## src/rtl/vram_scanout.sv

```systemverilog
// Raster scanout for a 1bpp framebuffer: video timing, VRAM graphics-port fetch, 32-bit word serialiser.
// Optional `define PIXEL_DOUBLE_EN: half-resolution framebuffer, each pixel and line shown twice.
module vram_scanout #(
   parameter int H_ACTIVE = 1024,
   parameter int H_FP     = 24,
   parameter int H_SYNC   = 136,
   parameter int H_BP     = 160,
   parameter int V_ACTIVE = 768,
   parameter int V_FP     = 3,
   parameter int V_SYNC   = 6,
   parameter int V_BP     = 29
) (
   input  logic        wb_clk_i,
   input  logic        wb_rst_i,
   input  logic        en_i,
   output logic [14:0] gb_adr_o,
   input  logic [31:0] gb_dat_i,
   output logic        pix_o,
   output logic        de_o,
   output logic        hs_o,
   output logic        vs_o,
   output logic        vblank_o,
   output logic        frame_o
);
   localparam int H_TOTAL = H_ACTIVE + H_FP + H_SYNC + H_BP;
   localparam int V_TOTAL = V_ACTIVE + V_FP + V_SYNC + V_BP;
   localparam int HW = $clog2(H_TOTAL);
   localparam int VW = $clog2(V_TOTAL);
`ifdef PIXEL_DOUBLE_EN
   localparam int WB = 6;
`else
   localparam int WB = 5;
`endif
   localparam int WP = 1 << WB;

   localparam logic [HW-1:0] HC_LAST   = HW'(H_TOTAL - 1);
   localparam logic [HW-1:0] HC_PRE    = HW'(H_TOTAL - 3);
   localparam logic [HW-1:0] HC_ACT    = HW'(H_ACTIVE);
   localparam logic [HW-1:0] HC_FLIM   = HW'(H_ACTIVE - 3);
   localparam logic [HW-1:0] HS_BEG    = HW'(H_ACTIVE + H_FP);
   localparam logic [HW-1:0] HS_END    = HW'(H_ACTIVE + H_FP + H_SYNC);
   localparam logic [VW-1:0] VC_LAST   = VW'(V_TOTAL - 1);
   localparam logic [VW-1:0] VC_ACT    = VW'(V_ACTIVE);
   localparam logic [VW-1:0] VC_ACT_M1 = VW'(V_ACTIVE - 1);
   localparam logic [VW-1:0] VS_BEG    = VW'(V_ACTIVE + V_FP);
   localparam logic [VW-1:0] VS_END    = VW'(V_ACTIVE + V_FP + V_SYNC);
   localparam logic [WB-1:0] FETCH_PH  = WB'(WP - 3);

   logic [HW-1:0] r_hc;
   logic [VW-1:0] r_vc;
   logic          r_en;
   logic          r_boot;
   logic [31:0]   r_shift;
   logic [1:0]    r_fetch_dly;
   logic [14:0]   r_adr;
   logic          r_pix, r_de, r_hs, r_vs, r_vblank, r_frame;
`ifdef PIXEL_DOUBLE_EN
   logic [14:0]   r_line_start;
`endif

   logic          w_hc_wrap, w_vc_wrap, w_line_act, w_next_act, w_de;
   logic          w_fetch_in, w_fetch_pre, w_fetch, w_shift_en;
   logic [14:0]   w_adr_next;

   assign w_hc_wrap  = (r_hc == HC_LAST);
   assign w_vc_wrap  = (r_vc == VC_LAST);
   assign w_line_act = (r_vc < VC_ACT);
   assign w_next_act = w_vc_wrap || (r_vc < VC_ACT_M1);
   assign w_de       = (r_hc < HC_ACT) && w_line_act;

   // A fetch issued at hc lands in the shifter at the end of hc+2, just before its first pixel.
   assign w_fetch_in  = (r_hc[WB-1:0] == FETCH_PH) && (r_hc < HC_FLIM) && w_line_act;
   assign w_fetch_pre = (r_hc == HC_PRE) && w_next_act;
   assign w_fetch     = w_fetch_in || w_fetch_pre;

`ifdef PIXEL_DOUBLE_EN
   assign w_shift_en = r_hc[0];
`else
   assign w_shift_en = 1'b1;
`endif

   always_comb begin
      w_adr_next = r_adr;
      if (w_fetch_pre && w_vc_wrap)
         w_adr_next = '0;
`ifdef PIXEL_DOUBLE_EN
      // Odd raster lines replay the words of the even line above them.
      else if (w_fetch_pre && !r_vc[0])
         w_adr_next = r_line_start;
`endif
      else if (w_fetch)
         w_adr_next = r_adr + 15'd1;
   end

   always_ff @(posedge wb_clk_i) begin
      if (wb_rst_i) begin
         r_hc         <= '0;
         r_vc         <= VC_LAST;
         r_en         <= 1'b0;
         r_boot       <= 1'b1;
         r_shift      <= '0;
         r_fetch_dly  <= '0;
         r_adr        <= '0;
         r_pix        <= 1'b0;
         r_de         <= 1'b0;
         r_hs         <= 1'b1;
         r_vs         <= 1'b1;
         r_vblank     <= 1'b1;
         r_frame      <= 1'b0;
`ifdef PIXEL_DOUBLE_EN
         r_line_start <= '0;
`endif
      end else begin
         r_hc <= w_hc_wrap ? '0 : r_hc + HW'(1);
         if (w_hc_wrap)
            r_vc <= w_vc_wrap ? '0 : r_vc + VW'(1);

         // The reset cycle itself stands in for the first latch point, so the first frame is black.
         r_boot <= 1'b0;
         if ((r_hc == '0) && w_vc_wrap && !r_boot)
            r_en <= en_i;

         r_fetch_dly <= {r_fetch_dly[0], w_fetch};
         r_adr       <= w_adr_next;
`ifdef PIXEL_DOUBLE_EN
         if (w_fetch_pre)
            r_line_start <= w_adr_next;
`endif

         if (r_fetch_dly[1])
            r_shift <= gb_dat_i;
         else if (w_shift_en)
            r_shift <= {r_shift[30:0], 1'b0};

         r_de     <= w_de;
         r_pix    <= w_de && r_en && r_shift[31];
         r_hs     <= !((r_hc >= HS_BEG) && (r_hc < HS_END));
         r_vs     <= !((r_vc >= VS_BEG) && (r_vc < VS_END));
         r_vblank <= !w_line_act;
         r_frame  <= (r_hc == '0) && (r_vc == VC_ACT);
      end
   end

   assign gb_adr_o = r_adr;
   assign pix_o    = r_pix;
   assign de_o     = r_de;
   assign hs_o     = r_hs;
   assign vs_o     = r_vs;
   assign vblank_o = r_vblank;
   assign frame_o  = r_frame;
endmodule

```

## config.mk

```make
export PLATFORM = sky130hd
export DESIGN_NAME = vram_scanout
export DESIGN_NICKNAME = d
export VERILOG_FILES = /design/src/rtl/vram_scanout.sv
export SDC_FILE = /design/constraint.sdc
export NUM_CORES = 1
export LEC_CHECK = 0
export ABC_CLOCK_PERIOD_IN_PS = 5850
export BUFFER_PORTS_ARGS = -buffer_cell sky130_fd_sc_hd__buf_2
export CAP_MARGIN = 30
export CORE_ASPECT_RATIO = 0.6
export CORE_MARGIN = 2
export CORE_UTILIZATION = 30
export CTS_BUF_LIST = sky130_fd_sc_hd__clkbuf_4 sky130_fd_sc_hd__clkbuf_8
export DETAILED_ROUTE_END_ITERATION = 10
export PLACE_DENSITY = 0.47
export SKIP_CTS_REPAIR_TIMING = 1
export SYNTH_ARGS = -nofsm -noshare
export SYNTH_HDL_FRONTEND = slang
export SYNTH_SLANG_ARGS = --single-unit
```

## constraint.sdc

```tcl
create_clock -name wb_clk_i -period 5.85 [get_ports wb_clk_i]
set_input_delay 0.2925 -clock wb_clk_i [delete_from_list [all_inputs] [get_ports wb_clk_i]]
set_output_delay 0.2925 -clock wb_clk_i [all_outputs]
set_load 0.01 [all_outputs]
```

---- Word level (Yosys, flattened, before mapping) ----
Cells that the tools add are included.
word-level totals
  logic and storage cells ................. 56
  ROM bits ................................ 0
  memories kept ........................... 0
  latch bits .............................. 0
  output and inout port bits .............. 21
  bits of input ports ..................... 35
  memory bits (writable) .................. 0
  bits in registers ....................... 78
operators by class
  order comparisons ....................... 8
  shift operators ......................... 0
  divide/modulo/power cells ............... 0
  add/sub/neg operators ................... 3
  reductions and logical operators ........ 22
  equality and inequality tests ........... 5
  multipliers ............................. 0
  mux-type cells .......................... 3
  bitwise gates (word level) .............. 1
operators with widths
  cell                   count
  $mux 32                1
  $lt 10x10->1 const B   3
  $eq 11x11->1 const B   2
  $lt 11x11->1 const B   2
  $eq 10x10->1 const B   2
  $add 15x1->15 const B  1
  $logic_and 1x1->1      12
  $add 11x1->11 const B  1
  $ge 11x11->1 const B   1
  $logic_not 11->1       1
  $lt 11x10->1 const B   1
  $add 10x1->10 const B  1
  $ge 10x10->1 const B   1
  $mux 10                1
  $reduce_or 2->1        3
  $eq 5x5->1 const B     1
  $logic_not 1->1        4
  $logic_or 1x1->1       2
  $mux 1                 1
  $not 1->1              1

---- Longest topological paths before layout ----
  depth in word-level cells ............... 5
  mapped depth ............................ 9

---- Worst setup path before layout ----
OpenSTA, ideal clock, no wires.
  path type ............................... register to register
  start ................................... reg r_hc[0]
  end ..................................... reg r_adr[8] (netlist: gb_adr_o[8])
  arrival ................................. 1,939 ps
  cell stages (with the launch flop) ...... 8
  library setup time ...................... 70 ps
  slack ................................... 3,841 ps
  path buffers ............................ 1
  cells stage by stage .................... dfxtp_1 ha_1 and4_1 nand4b_1 o31a_1 buf_2 or4_1 a21oi_1
between the ends
  longest elaborated chain between the ends .. 4
ends and longest elaborated chain
  item                                                        line    RTL
  start: declaration                                          49      logic [HW-1:0] r_hc;
  start signal: assignment                                    114     r_hc <= w_hc_wrap ? '0 : r_hc + HW'(1);
  $lt 11x10->1, or another cell as far along                  72      assign w_fetch_in = (r_hc[WB-1:0] == FETCH_PH) && (r_hc < HC_FLIM) && w_line_act;
  $logic_and 1x1->1, on equally long branches                 72, 73
  $logic_and 1x1->1, on equally long branches                 72, 84
  $logic_or 1x1->1 / $reduce_or 2->1 (equally long branches)  -
  end signal: assignment                                      124     r_adr <= w_adr_next;
  end: declaration                                            55      logic [14:0] r_adr;
Parallel ways exist; a longest one is shown, timed or not.
A chain may end at the register's enable or synchronous reset.

---- Worst setup path after layout ----
  start ................................... reg r_hc[0]
  end ..................................... reg r_adr[13] (netlist: gb_adr_o[13])
Same word-level chain as after synthesis.

==> flow_metrics.py <==
metrics = {
    "final_layout": {
        "antenna-diode-count": 0,
        "final.fill_count": 1116,
        "post-route-cell-area_um2": 3860,
        "final_standard_cell_count_with_taps_included_and_fillers_excluded": 548,
        "drive_above_1_share_pct": 18.1,
        "nets": 448,
        "post-route-util_pct": 36.3,
        "layout_area_overhead_pct": 17.1,
    },
    "timing": {
        "worstMarginPinSlew_ns": 0.941,
        "finalWorstSetupSlack_ns": 3.47,
        "max_freq_mhz": 421,
        "setup_total_negative_slack_ns": 0,
        "timing_max_transition_violations_final": 0,
        "maxSlewHeadroom_pct": 37.3,
        "final-setup-viol-count": 0,
        "finalWorstPathRequiredPeriod_ns": 2.38,
        "setup_repair_after_global_routing_missed_its_margin": "false",
        "period_share_pct": 40.6,
        "finalHoldViolCount": 0,
        "skew_ns": 0.00644,
    },
    "floorplanning": {
        "starting_utilization_of_the_core_area_pct": 31.0,
        "io_pins": 56,
        "coreArea_um2": 10600,
        "die_area_um2": 11900,
        "die_width_um": 139,
        "die-height_um": 85.2,
        "num_rows": 29,
    },
    "placed_design": {
        "pre_cts_slack_ns": 3.49,
        "buffer_ports.inserted": 55,
        "detailed_placer_s_ending_hpwl_um": 5040,
        "placed_cells_incl_taps": 533,
        "globalplace.congestion": 0.738,
        "post_dp_cell_area_um2": 3670,
    },
    "clock_tree": {
        "htree_levels": 3,
        "clock_sink_count": 78,
        "cts.root.buffer_cell": "sky130_fd_sc_hd__clkbuf_8",
        "cts_buffer_depth": 2,
        "cts_tree": "built",
        "insertion_delay_ns": 0.34,
        "clk_pin_slew_worst_paths_ns": 0.08,
        "numCtsBuffers": 9,
    },
    "synthesis": {
        "ys_dominant_reg_cell": "sky130_fd_sc_hd__dfxtp_1",
        "synthTopCellsByCount": "sky130_fd_sc_hd__dfxtp_1, sky130_fd_sc_hd__nor2_1, sky130_fd_sc_hd__mux2i_1",
        "synth-seq-area-share_pct": 47.4,
        "syn_area_per_cell_um2": 9.16,
        "yosys.area.top_type": "sky130_fd_sc_hd__dfxtp_1",
        "post-synth-top-count-cell": "sky130_fd_sc_hd__dfxtp_1",
        "synth_enable_flop_cells": 0,
        "synth_warnings": 0,
        "synthesized_netlist_cell_count": 360,
        "async_reset_ff_share_pct": 0,
        "yosysUniqueCellTypes": 39,
        "synthTopCellsByArea": "sky130_fd_sc_hd__dfxtp_1, sky130_fd_sc_hd__mux2i_1, sky130_fd_sc_hd__nor2_1, sky130_fd_sc_hd__ha_1, sky130_fd_sc_hd__a21oi_1",
        "yosys.area.top_type_share_pct": 47.4,
        "syn_nets": 403,
        "number_of_synthesized_register_bits": 78,
        "synthesis.area_um2": 3300,
    },
    "detailed_routing": {
        "routedLengthMet1_um": 3910,
        "dr_wl_met2_um": 2900,
        "dr.pass1.iters": 4,
        "route.vias.total": 2693,
        "top_signal_layer_used": "met4",
        "routedWlPerCell_um": 13.4,
        "postRouteAntennaNets": 0,
        "routed-wl-met3_um": 450,
        "drt-vias-per-instance": 4.91,
        "drt-total-wl_um": 7330,
        "drt_iter0_markers": 124,
        "drc_errors_left": 0,
    },
    "worst_setup_path": {
        "critical_path.max_fanout": 29,
        "cp-end-kind": "flop",
        "worst_ep_arrival_time_ns": 2.66,
        "cp-start-kind": "flop",
        "timing.setup.critical_path_class": "reg -> reg",
        "timing.critical_path.required_ns": 6.13,
    },
    "power_and_ir_drop": {
        "share_comb_of_total_power_pct": 3.1,
        "pwr_density_cell_nw_per_um2": 249,
        "clock_power_share_pct": 41.1,
        "seqPwrFrac_pct": 55.8,
        "static-leakage-power_uw": 0.00141,
        "p_switching_uw": 211,
        "cell_internal_pwr_uw": 750,
        "netSwitchingFraction_pct": 21.9,
        "vdd.ir_drop.worst_mv": 0.111,
    },
    "global_routing": {
        "via_count_of_the_first_global_routing_pass": 2513,
        "grt_max_degree": 57,
        "grt_overflow": 0,
        "grt_pass1_wl_um": 12400,
        "number_of_antenna_violations_at_the_first_check_in_global_routing": 0,
        "grt_usage_pct": 13.0,
    },
    "hold_path": {
        "hold_path_class": "in -> reg",
    },
    "status": {
        "result_of_the_run": "finished, final reports clean",
    },
    "job": {
        "cap_violations": 0,
    },
}
-- layout by cell type, fill, tap and decap left out, types with 2 or more instances in the layout --
| master | instances |
|---|---|
| sky130_fd_sc_hd__ha_1 | 8 |
| sky130_fd_sc_hd__nor2_1 | 54 |
| sky130_fd_sc_hd__and4b_1 | 2 |
| sky130_fd_sc_hd__nand4_1 | 11 |
| sky130_fd_sc_hd__a21oi_1 | 18 |
| sky130_fd_sc_hd__nand3_1 | 13 |
| sky130_fd_sc_hd__or4_1 | 7 |
| sky130_fd_sc_hd__inv_1 | 8 |
| sky130_fd_sc_hd__nor4_1 | 6 |
| sky130_fd_sc_hd__xor2_1 | 6 |
| sky130_fd_sc_hd__nand3b_1 | 2 |
| sky130_fd_sc_hd__and4_1 | 5 |
| sky130_fd_sc_hd__and3_1 | 4 |
| sky130_fd_sc_hd__or3_1 | 6 |
| sky130_fd_sc_hd__xnor2_1 | 7 |
| sky130_fd_sc_hd__nand2b_1 | 2 |
| sky130_fd_sc_hd__nor2b_1 | 2 |
| sky130_fd_sc_hd__a211o_1 | 3 |
| sky130_fd_sc_hd__and3b_1 | 2 |
| sky130_fd_sc_hd__o31ai_1 | 8 |
| sky130_fd_sc_hd__clkbuf_8 | 10 |
| sky130_fd_sc_hd__mux2i_1 | 32 |
| sky130_fd_sc_hd__nand4b_1 | 3 |
| sky130_fd_sc_hd__buf_2 | 55 |
| sky130_fd_sc_hd__clkinv_2 | 4 |
| sky130_fd_sc_hd__nor3_1 | 14 |
| sky130_fd_sc_hd__buf_4 | 2 |
| sky130_fd_sc_hd__nand2_1 | 13 |
| sky130_fd_sc_hd__dfxtp_1 | 77 |
| sky130_fd_sc_hd__o21ai_0 | 13 |
-- metrics by stage --
stage / hold slack [ns] / power, µW
CTS: 0.155 / 980
finish: 0.175 / 961
detailed placement: 0.433 / 579
floorplan: 0.320 / 562
global placement: 0.434 / 578
global route: 0.149 / 1010
-- kinds of logic (layout without fill, tap and decap cells) --
kind of cell	Yosys count	in the layout	share of synthesized area, %
compound gates	48	48	8.88
xor+xnor	13	13	3.45
fa+ha+maj	8	8	3.04
buf+inv	31	80	3.61
flops	78	78	47.4
mux	32	32	9.72
simple gates	150	150	23.9
-- area by class of cell --
| cell class | count | area (µm²) | share of cell area (%) |
|---|---|---|---|
| Multi-Input combinational cell | 251 | 1620 | 41.9 |
| Sequential cell | 78 | 1560 | 40.5 |
| Timing Repair Buffer | 57 | 290 | 7.52 |
| Tap cell | 139 | 174 | 4.50 |
| Clock buffer | 10 | 138 | 3.56 |
| Clock inverter | 5 | 50.0 | 1.30 |
| Inverter | 8 | 30.0 | 0.778 |
-- power groups by stage --
stage	Sequential (µW)	Clock, µW	Combinational, µW
floorplan	547	0	14.2
global placement	548	0	29.8
detailed placement	548	0	30.6
CTS	536	413	30.8
global route	536	439	33.6
finish	536	395	30.1
-- metal layers --
layer,vias up,GRT usage (%)
met3,7,5.76
met4,0,3.31
met2,56,17.9
met5,-,0
li1,1380,-
met1,1250,18.5
-- sequential cells by signal (all words and copies together) (netlist names), 2 cells and up --
signal       flops
r_shift         32
gb_adr_o        15
r_hc            11
r_vc            10
r_fetch_dly      2
-- critical path, stage by stage (launching register included) --
cell and delay, ns:
sky130_fd_sc_hd__dfxtp_1 0.41, sky130_fd_sc_hd__ha_1 0.16, sky130_fd_sc_hd__and4_1 0.20, sky130_fd_sc_hd__nand4b_1 0.15, sky130_fd_sc_hd__o31a_1 0.62, sky130_fd_sc_hd__or4_1 0.60
sky130_fd_sc_hd__a21oi_1 0.16
-- worst paths after layout --
path	depth (start not counted)	end	from	slack (ns)
max reg2reg	6	gb_adr_o[13]	r_hc[0]	3.47
min reg2reg	1	r_fetch_dly[1]	r_fetch_dly[0]	0.45
min	3	r_shift[14]	gb_dat_i[14]	0.17
max	6	gb_adr_o[13]	r_hc[0]	3.47
No activity file was read; power rests on OpenSTA's default activity.
